File: src/rtl/topview_pkg.sv
// Shared types and constants for the top-view segment filter and its output FIFO.
// Segment fields are sized for the default 180 x 480 map.
package topview_pkg;

  localparam int MAP_W = 180;
  localparam int MAP_H = 480;

  localparam logic [3:0] OC_L = 4'b0001;
  localparam logic [3:0] OC_R = 4'b0010;
  localparam logic [3:0] OC_T = 4'b0100;
  localparam logic [3:0] OC_B = 4'b1000;

  function automatic int hw_f(input int w);
    return $clog2(w);
  endfunction

  function automatic int vw_f(input int h);
    return $clog2(h);
  endfunction

  localparam int SEG_HW = hw_f(MAP_W);
  localparam int SEG_VW = vw_f(MAP_H);

  typedef struct packed {
    logic [SEG_VW-1:0] sv;
    logic [SEG_HW-1:0] sh;
    logic [SEG_VW-1:0] ev;
    logic [SEG_HW-1:0] eh;
    logic              marker;
    logic              last;
  } seg_t;

endpackage

File: src/rtl/seg_fifo.sv
// First-word-fall-through FIFO of seg_t.
// set_last lets a frame marker that cannot be stored still close the frame on the newest entry.
module seg_fifo import topview_pkg::*; #(
  parameter  int DEPTH = 16,
  localparam int AW    = $clog2(DEPTH)
) (
  input  logic        clk,
  input  logic        rst,
  input  logic        wr_en,
  input  seg_t        wr_data,
  input  logic        rd_en,
  input  logic        set_last,
  output seg_t        rd_data,
  output logic        empty,
  output logic        full,
  output logic [AW:0] count
);

  seg_t        mem_q [DEPTH];
  seg_t        mem_d [DEPTH];
  logic [AW:0] wp_q, wp_d, rp_q, rp_d, wp_m1;

  assign count   = wp_q - rp_q;
  assign empty   = (wp_q == rp_q);
  assign full    = (count == (AW+1)'(DEPTH));
  assign rd_data = mem_q[rp_q[AW-1:0]];

  always_comb begin
    mem_d = mem_q;
    wp_d  = wp_q;
    rp_d  = rp_q;
    wp_m1 = wp_q - (AW+1)'(1);
    if (wr_en) begin
      mem_d[wp_q[AW-1:0]] = wr_data;
      wp_d                = wp_q + (AW+1)'(1);
    end
    if (set_last) mem_d[wp_m1[AW-1:0]].last = 1'b1;
    if (rd_en && !empty) rp_d = rp_q + (AW+1)'(1);
  end

  always_ff @(posedge clk or posedge rst) begin
    if (rst) begin
      wp_q <= '0;
      rp_q <= '0;
      for (int i = 0; i < DEPTH; i++) mem_q[i] <= '0;
    end else begin
      wp_q  <= wp_d;
      rp_q  <= rp_d;
      mem_q <= mem_d;
    end
  end

endmodule

File: src/rtl/topview_seg_filter.sv
// Outcode reject + per-coordinate clamp of top-view segments, queued with frame markers
// for the lane-fitting stage. Two register stages ahead of a FWFT FIFO.
module topview_seg_filter import topview_pkg::*; #(
  parameter  int OUT_WIDTH  = 180,
  parameter  int OUT_HEIGHT = 480,
  parameter  int IN_BITW    = 32,
  parameter  int FIFO_DEPTH = 16,
  parameter  int CNT_BITW   = 16,
  localparam int HW         = hw_f(OUT_WIDTH),
  localparam int VW         = vw_f(OUT_HEIGHT)
) (
  input  logic                      clk,
  input  logic                      rst,
  input  logic                      in_valid,
  input  logic signed [IN_BITW-1:0] in_start_v,
  input  logic signed [IN_BITW-1:0] in_end_v,
  input  logic signed [IN_BITW-1:0] in_start_h,
  input  logic signed [IN_BITW-1:0] in_end_h,
  input  logic                      in_frame_end,
  output logic                      out_valid,
  input  logic                      out_ready,
  output logic [VW-1:0]             out_start_v,
  output logic [VW-1:0]             out_end_v,
  output logic [HW-1:0]             out_start_h,
  output logic [HW-1:0]             out_end_h,
  output logic                      out_marker,
  output logic                      out_last,
  output logic [CNT_BITW-1:0]       drop_cnt,
  output logic [CNT_BITW-1:0]       reject_cnt
);

  localparam int FAW = $clog2(FIFO_DEPTH);
  localparam logic signed [IN_BITW-1:0] H_MAX = IN_BITW'(OUT_WIDTH - 1);
  localparam logic signed [IN_BITW-1:0] V_MAX = IN_BITW'(OUT_HEIGHT - 1);

  function automatic logic [3:0] outcode(input logic signed [IN_BITW-1:0] v, h);
    logic [3:0] c;
    c = '0;
    if (h[IN_BITW-1]) c |= OC_L;
    if (h > H_MAX)    c |= OC_R;
    if (v[IN_BITW-1]) c |= OC_T;
    if (v > V_MAX)    c |= OC_B;
    return c;
  endfunction

  function automatic logic [HW-1:0] clamp_h(input logic [HW-1:0] x, input logic [3:0] c);
    if (|(c & OC_L)) return '0;
    if (|(c & OC_R)) return HW'(OUT_WIDTH - 1);
    return x;
  endfunction

  function automatic logic [VW-1:0] clamp_v(input logic [VW-1:0] x, input logic [3:0] c);
    if (|(c & OC_T)) return '0;
    if (|(c & OC_B)) return VW'(OUT_HEIGHT - 1);
    return x;
  endfunction

  logic [2:1]          vld_pipe_q, vld_pipe_d, fe_pipe_q, fe_pipe_d;
  logic [VW-1:0]       s1_sv_q, s1_sv_d, s1_ev_q, s1_ev_d;
  logic [HW-1:0]       s1_sh_q, s1_sh_d, s1_eh_q, s1_eh_d;
  logic [3:0]          s1_cs_q, s1_cs_d, s1_ce_q, s1_ce_d;
  logic [VW-1:0]       s2_sv_q, s2_sv_d, s2_ev_q, s2_ev_d;
  logic [HW-1:0]       s2_sh_q, s2_sh_d, s2_eh_q, s2_eh_d;
  logic                s2_out_q, s2_out_d;
  logic [CNT_BITW-1:0] drop_q, drop_d, rej_q, rej_d;

  logic       degen, accept, rejected, push_mark, push, pop, can_wr;
  logic       fifo_wr, set_last, fifo_empty, fifo_full;
  logic [FAW:0] fifo_count;
  seg_t       wr_data, head;

  // Only the low bits are kept in S1: out-of-range values are replaced by the clamp.
  always_comb begin
    vld_pipe_d = {vld_pipe_q[1], in_valid};
    fe_pipe_d  = {fe_pipe_q[1], in_frame_end};
    s1_sv_d    = in_start_v[VW-1:0];
    s1_ev_d    = in_end_v[VW-1:0];
    s1_sh_d    = in_start_h[HW-1:0];
    s1_eh_d    = in_end_h[HW-1:0];
    s1_cs_d    = outcode(in_start_v, in_start_h);
    s1_ce_d    = outcode(in_end_v, in_end_h);
    s2_out_d   = |(s1_cs_q & s1_ce_q);
    s2_sv_d    = clamp_v(s1_sv_q, s1_cs_q);
    s2_ev_d    = clamp_v(s1_ev_q, s1_ce_q);
    s2_sh_d    = clamp_h(s1_sh_q, s1_cs_q);
    s2_eh_d    = clamp_h(s1_eh_q, s1_ce_q);
  end

  always_comb begin
    degen     = (s2_sv_q == s2_ev_q) && (s2_sh_q == s2_eh_q);
    accept    = vld_pipe_q[2] && !s2_out_q && !degen;
    rejected  = vld_pipe_q[2] && !accept;
    push_mark = fe_pipe_q[2] && !accept;
    push      = accept || push_mark;
    pop       = !fifo_empty && out_ready;
    can_wr    = (fifo_count < (FAW+1)'(FIFO_DEPTH)) || pop;
    fifo_wr   = push && can_wr;
    set_last  = push_mark && fifo_full && !pop;
    wr_data   = '0;
    if (accept) begin
      wr_data.sv   = SEG_VW'(s2_sv_q);
      wr_data.ev   = SEG_VW'(s2_ev_q);
      wr_data.sh   = SEG_HW'(s2_sh_q);
      wr_data.eh   = SEG_HW'(s2_eh_q);
      wr_data.last = fe_pipe_q[2];
    end else begin
      wr_data.marker = 1'b1;
      wr_data.last   = 1'b1;
    end
    drop_d = (push && !can_wr && drop_q != '1) ? drop_q + CNT_BITW'(1) : drop_q;
    rej_d  = (rejected && rej_q != '1) ? rej_q + CNT_BITW'(1) : rej_q;
  end

  always_ff @(posedge clk or posedge rst) begin
    if (rst) begin
      vld_pipe_q <= '0;
      fe_pipe_q  <= '0;
      s1_sv_q    <= '0;
      s1_ev_q    <= '0;
      s1_sh_q    <= '0;
      s1_eh_q    <= '0;
      s1_cs_q    <= '0;
      s1_ce_q    <= '0;
      s2_sv_q    <= '0;
      s2_ev_q    <= '0;
      s2_sh_q    <= '0;
      s2_eh_q    <= '0;
      s2_out_q   <= 1'b0;
      drop_q     <= '0;
      rej_q      <= '0;
    end else begin
      vld_pipe_q <= vld_pipe_d;
      fe_pipe_q  <= fe_pipe_d;
      s1_sv_q    <= s1_sv_d;
      s1_ev_q    <= s1_ev_d;
      s1_sh_q    <= s1_sh_d;
      s1_eh_q    <= s1_eh_d;
      s1_cs_q    <= s1_cs_d;
      s1_ce_q    <= s1_ce_d;
      s2_sv_q    <= s2_sv_d;
      s2_ev_q    <= s2_ev_d;
      s2_sh_q    <= s2_sh_d;
      s2_eh_q    <= s2_eh_d;
      s2_out_q   <= s2_out_d;
      drop_q     <= drop_d;
      rej_q      <= rej_d;
    end
  end

  seg_fifo #(.DEPTH(FIFO_DEPTH)) u_fifo (
    .clk      (clk),
    .rst      (rst),
    .wr_en    (fifo_wr),
    .wr_data  (wr_data),
    .rd_en    (pop),
    .set_last (set_last),
    .rd_data  (head),
    .empty    (fifo_empty),
    .full     (fifo_full),
    .count    (fifo_count)
  );

  assign out_valid   = !fifo_empty;
  assign out_start_v = fifo_empty ? '0 : VW'(head.sv);
  assign out_end_v   = fifo_empty ? '0 : VW'(head.ev);
  assign out_start_h = fifo_empty ? '0 : HW'(head.sh);
  assign out_end_h   = fifo_empty ? '0 : HW'(head.eh);
  assign out_marker  = !fifo_empty && head.marker;
  assign out_last    = !fifo_empty && head.last;
  assign drop_cnt    = drop_q;
  assign reject_cnt  = rej_q;

endmodule

File: config.mk
export PLATFORM = sky130hd
export DESIGN_NAME = topview_seg_filter
export DESIGN_NICKNAME = d
export VERILOG_FILES = /design/src/rtl/topview_pkg.sv /design/src/rtl/seg_fifo.sv /design/src/rtl/topview_seg_filter.sv
export SDC_FILE = /design/constraint.sdc
export NUM_CORES = 2
export LEC_CHECK = 0
export BUFFER_PORTS_ARGS = -buffer_cell sky130_fd_sc_hd__buf_4
export CAP_MARGIN = 20
export CORE_MARGIN = 2
export CORE_UTILIZATION = 25
export CTS_BUF_LIST = sky130_fd_sc_hd__clkbuf_16
export DETAILED_ROUTE_END_ITERATION = 6
export SLEW_MARGIN = 5
export SYNTH_ARGS = -nofsm -noshare
export SYNTH_HDL_FRONTEND = slang
export SYNTH_SLANG_ARGS = --single-unit
export TNS_END_PERCENT = 100
File: constraint.sdc
create_clock -name clk -period 34.1 [get_ports clk]
set_input_delay 3.41 -clock clk [delete_from_list [all_inputs] [get_ports clk]]
set_output_delay 3.41 -clock clk [all_outputs]
set_load 0.01 [all_outputs]
==> results_dict.tcl <==
set metrics [dict create \
    status "finished clean" \
    reg2reg_to "u_fifo.mem_q[0]" \
    synth_top_area_share_pct 53.7 \
    drcViolationCount 0 \
    ys_dominant_reg_cell "dfrtp_1" \
    cp_slowest_cell "buf_4" \
    vias_per_cell 4.55 \
    dieArea_mm2 0.133 \
    io_buffers 201 \
    endpoint_kind "primary output" \
    cts_tree "yes" \
    crit_required_ps 30690 \
    synthCells 2239 \
    drt_iter0_drc 1322 \
    holdBufCountCts 0 \
    synthTopCellsByCount "dfrtp_1, mux2_4, nand2_1" \
    rows 132 \
    min_period_ps 7780 \
    worstSkewPairLatency_ps 660 \
    min_path_type "flop to flop" \
    slowest_delay_ps 930 \
    fin_skew_ps 41.9 \
    postSynth.asyncResetShare_pct 100 \
    cts.sinks 699 \
    crit_chain "buf_4, buf_4, mux4_2, mux4_2, nor2b_1, buf_4" \
    h-tree-depth 3 \
    syn_nets 2387 \
    holdCritStartpoint "fe_pipe_q[1]" \
    post-cts-setup-buffers 0 \
    reg2reg_slack_ps 29640 \
    fin_util_pct 29.4 \
    wire_per_inst_um 20.9 \
    fp.coreArea_mm2 0.129 \
    post-synth-top-count-cell "dfrtp_1" \
    fin_crit_sh_pct 22.8 \
    synth_cell_types 47 \
    ys_warn_count 0 \
    numCtsBuffers 78 \
    syn_to_final_growth_pct 16.9 \
    crit_type "flop to primary output" \
    tightestPinTransition_ps 1150 \
    chipHeight_um 365 \
    start_util_pct 25.2 \
    path_max_fanout 70 \
    grt.overflow.total 0 \
    die_width_um 365 \
    r2r_cells 11 \
    cp-start-kind "flop" \
    grt_pass1_wl_um 133000 \
    hold_depth 0 \
    drive_gt1_share_pct 39.1 \
    first_pass_iters 5 \
    wl_um 87200 \
    hpwl_um 51400 \
    drv_cap 0 \
    synth_edf_count 0 \
    cts_resized 0 \
    nFillCells 13097 \
    grt_pass1_vias 20242 \
    worst-endpoint-arrival_ps 4370 \
    fmax_ghz 0.129 \
    grt_setup_unrepaired "false" \
    nNetsFinal 2520 \
    setup-violations-final 0 \
    syn_area_per_cell_um2 14.6 \
    root_buffer "clkbuf_16" \
    relSlewSlack_pct 23.3 \
    regToRegStartpoint "u_fifo.rp_q[2]" \
    synth-seq-cells 699 \
    powerDensity_mw_per_mm2 79.6 \
    p_leak_nw 17.0 \
    track_usage_pct 13.2 \
    io_pins 202 \
    syn-cell-area_mm2 0.0326 \
    antenna_left 0 \
    whs_endpoint "fe_pipe_q[2]" \
    ys_seq_area_share_pct 53.7 \
    vias 18995 \
    setup_tns_ps 0 \
    grt_max_degree 103 \
    clk_pin_slew_ps 60 \
    finalHoldViolations 0 \
    cts.path.max_buffers 3 \
    yosysTopAreaCell "dfrtp_1" \
    ir_worst_vdd_mv 0.0646 \
    antenna_found_initial 10 \
    synth.area.top_cells "dfrtp_1, mux2_4, mux4_2, mux2_2, nand2_1" \
    slew_viol_final 0 \
    gp_congestion 0.753 \
    cpMostUsedCell "buf_4" \
]
[cells in the final DEF (no fill, tap or decap), types with 5 or more instances in the layout]
cell type	netlist	final
xor2_1	33	33
and4_4	0	11
nand4_1	17	17
clkinv_1	0	20
clkinv_2	0	10
nand2_1	200	200
nand3_1	19	19
ha_1	14	14
clkbuf_16	0	79
buf_4	0	228
nor4_1	27	27
o21ai_0	148	148
nor2_1	88	87
xnor2_1	27	27
bufinv_16	0	9
mux2_2	111	111
dfrtp_1	699	696
and2_1	42	42
mux4_2	180	180
mux2_4	303	303
nor2b_1	39	39
nor3_1	20	20
inv_1	16	28
a21o_1	5	5
mux2i_1	10	10
a21oi_1	15	15
[metrics by stage]
step	cells	hold WS, ps	cell area, um2	power (W)	setup slack [ps]
after detailed placement	4033	343	35500	0.00221	26740
after CTS	4173	357	38100	0.00307	26260
after global placement	4033	342	35500	0.00219	26800
after floorplan	2239	331	32600	0.00191	11090
final	4176	355	38100	0.00303	26320
after global routing	4174	359	38100	0.00319	26180
[layer usage]
layer / GRT usage (%) / wire length (um) / up-vias
met5: 0 / 0 / -
met4: 3.67 / 1930 / 0
met3: 3.01 / 5580 / 114
met2: 21.0 / 40400 / 545
met1: 18.1 / 39200 / 10053
li1: - / - / 8283
[worst max path at each step]
stage | start | end | slack [ps]
global route | u_fifo.rp_q[1] | out_start_h[7] | 26180
floorplan | rst | asynchronous set/reset pin | 11090
finish | u_fifo.rp_q[1] | out_start_h[7] | 26320
CTS | u_fifo.rp_q[1] | out_marker | 26260
detailed placement | rst | asynchronous set/reset pin | 26740
global placement | rst | asynchronous set/reset pin | 26800
[logic make-up (layout without fill, tap and decap cells)]
kind of cell    count (synthesis)  count (layout)  share of synthesized area [%]
simple gates                  484             484                           7.12
buf+inv                       192             385                           3.36
xor+xnor                       60              60                           1.61
compound gates                184             184                           3.03
flops                         699             699                           53.7
mux                           605             605                           30.6
other cells                     0               2                              0
fa+ha+maj                      15              15                          0.599
[power breakdown]
group          total [W]  internal, W  switching [W]
Sequential       0.00123      0.00106       0.000171
Combinational   0.000954     0.000522       0.000432
Clock           0.000849     0.000492       0.000357
Total            0.00303      0.00207       0.000960
[cell type report]
type                            instances  area [um2]  area share, %
Sequential cell                       699       17500           45.9
Multi-Input combinational cell       1348       14000           36.8
Tap cell                             1742        2180           5.72
Clock buffer                           79        1980           5.19
Timing Repair Buffer                  229        1730           4.55
Clock inverter                         61         606           1.59
Inverter                               16        68.8          0.181
Antenna cell                            2        5.00         0.0131
[critical path: cells and delay by family, from the launching register on]
| kind | cells | cell delay (ps) |
|---|---|---|
| buffers and inverters | 3 | 1810 |
| flip-flops | 1 | 690 |
| multiplexers | 2 | 1010 |
| AND/OR/NAND/NOR | 1 | 180 |
No activity file was read; power rests on OpenSTA's default activity.
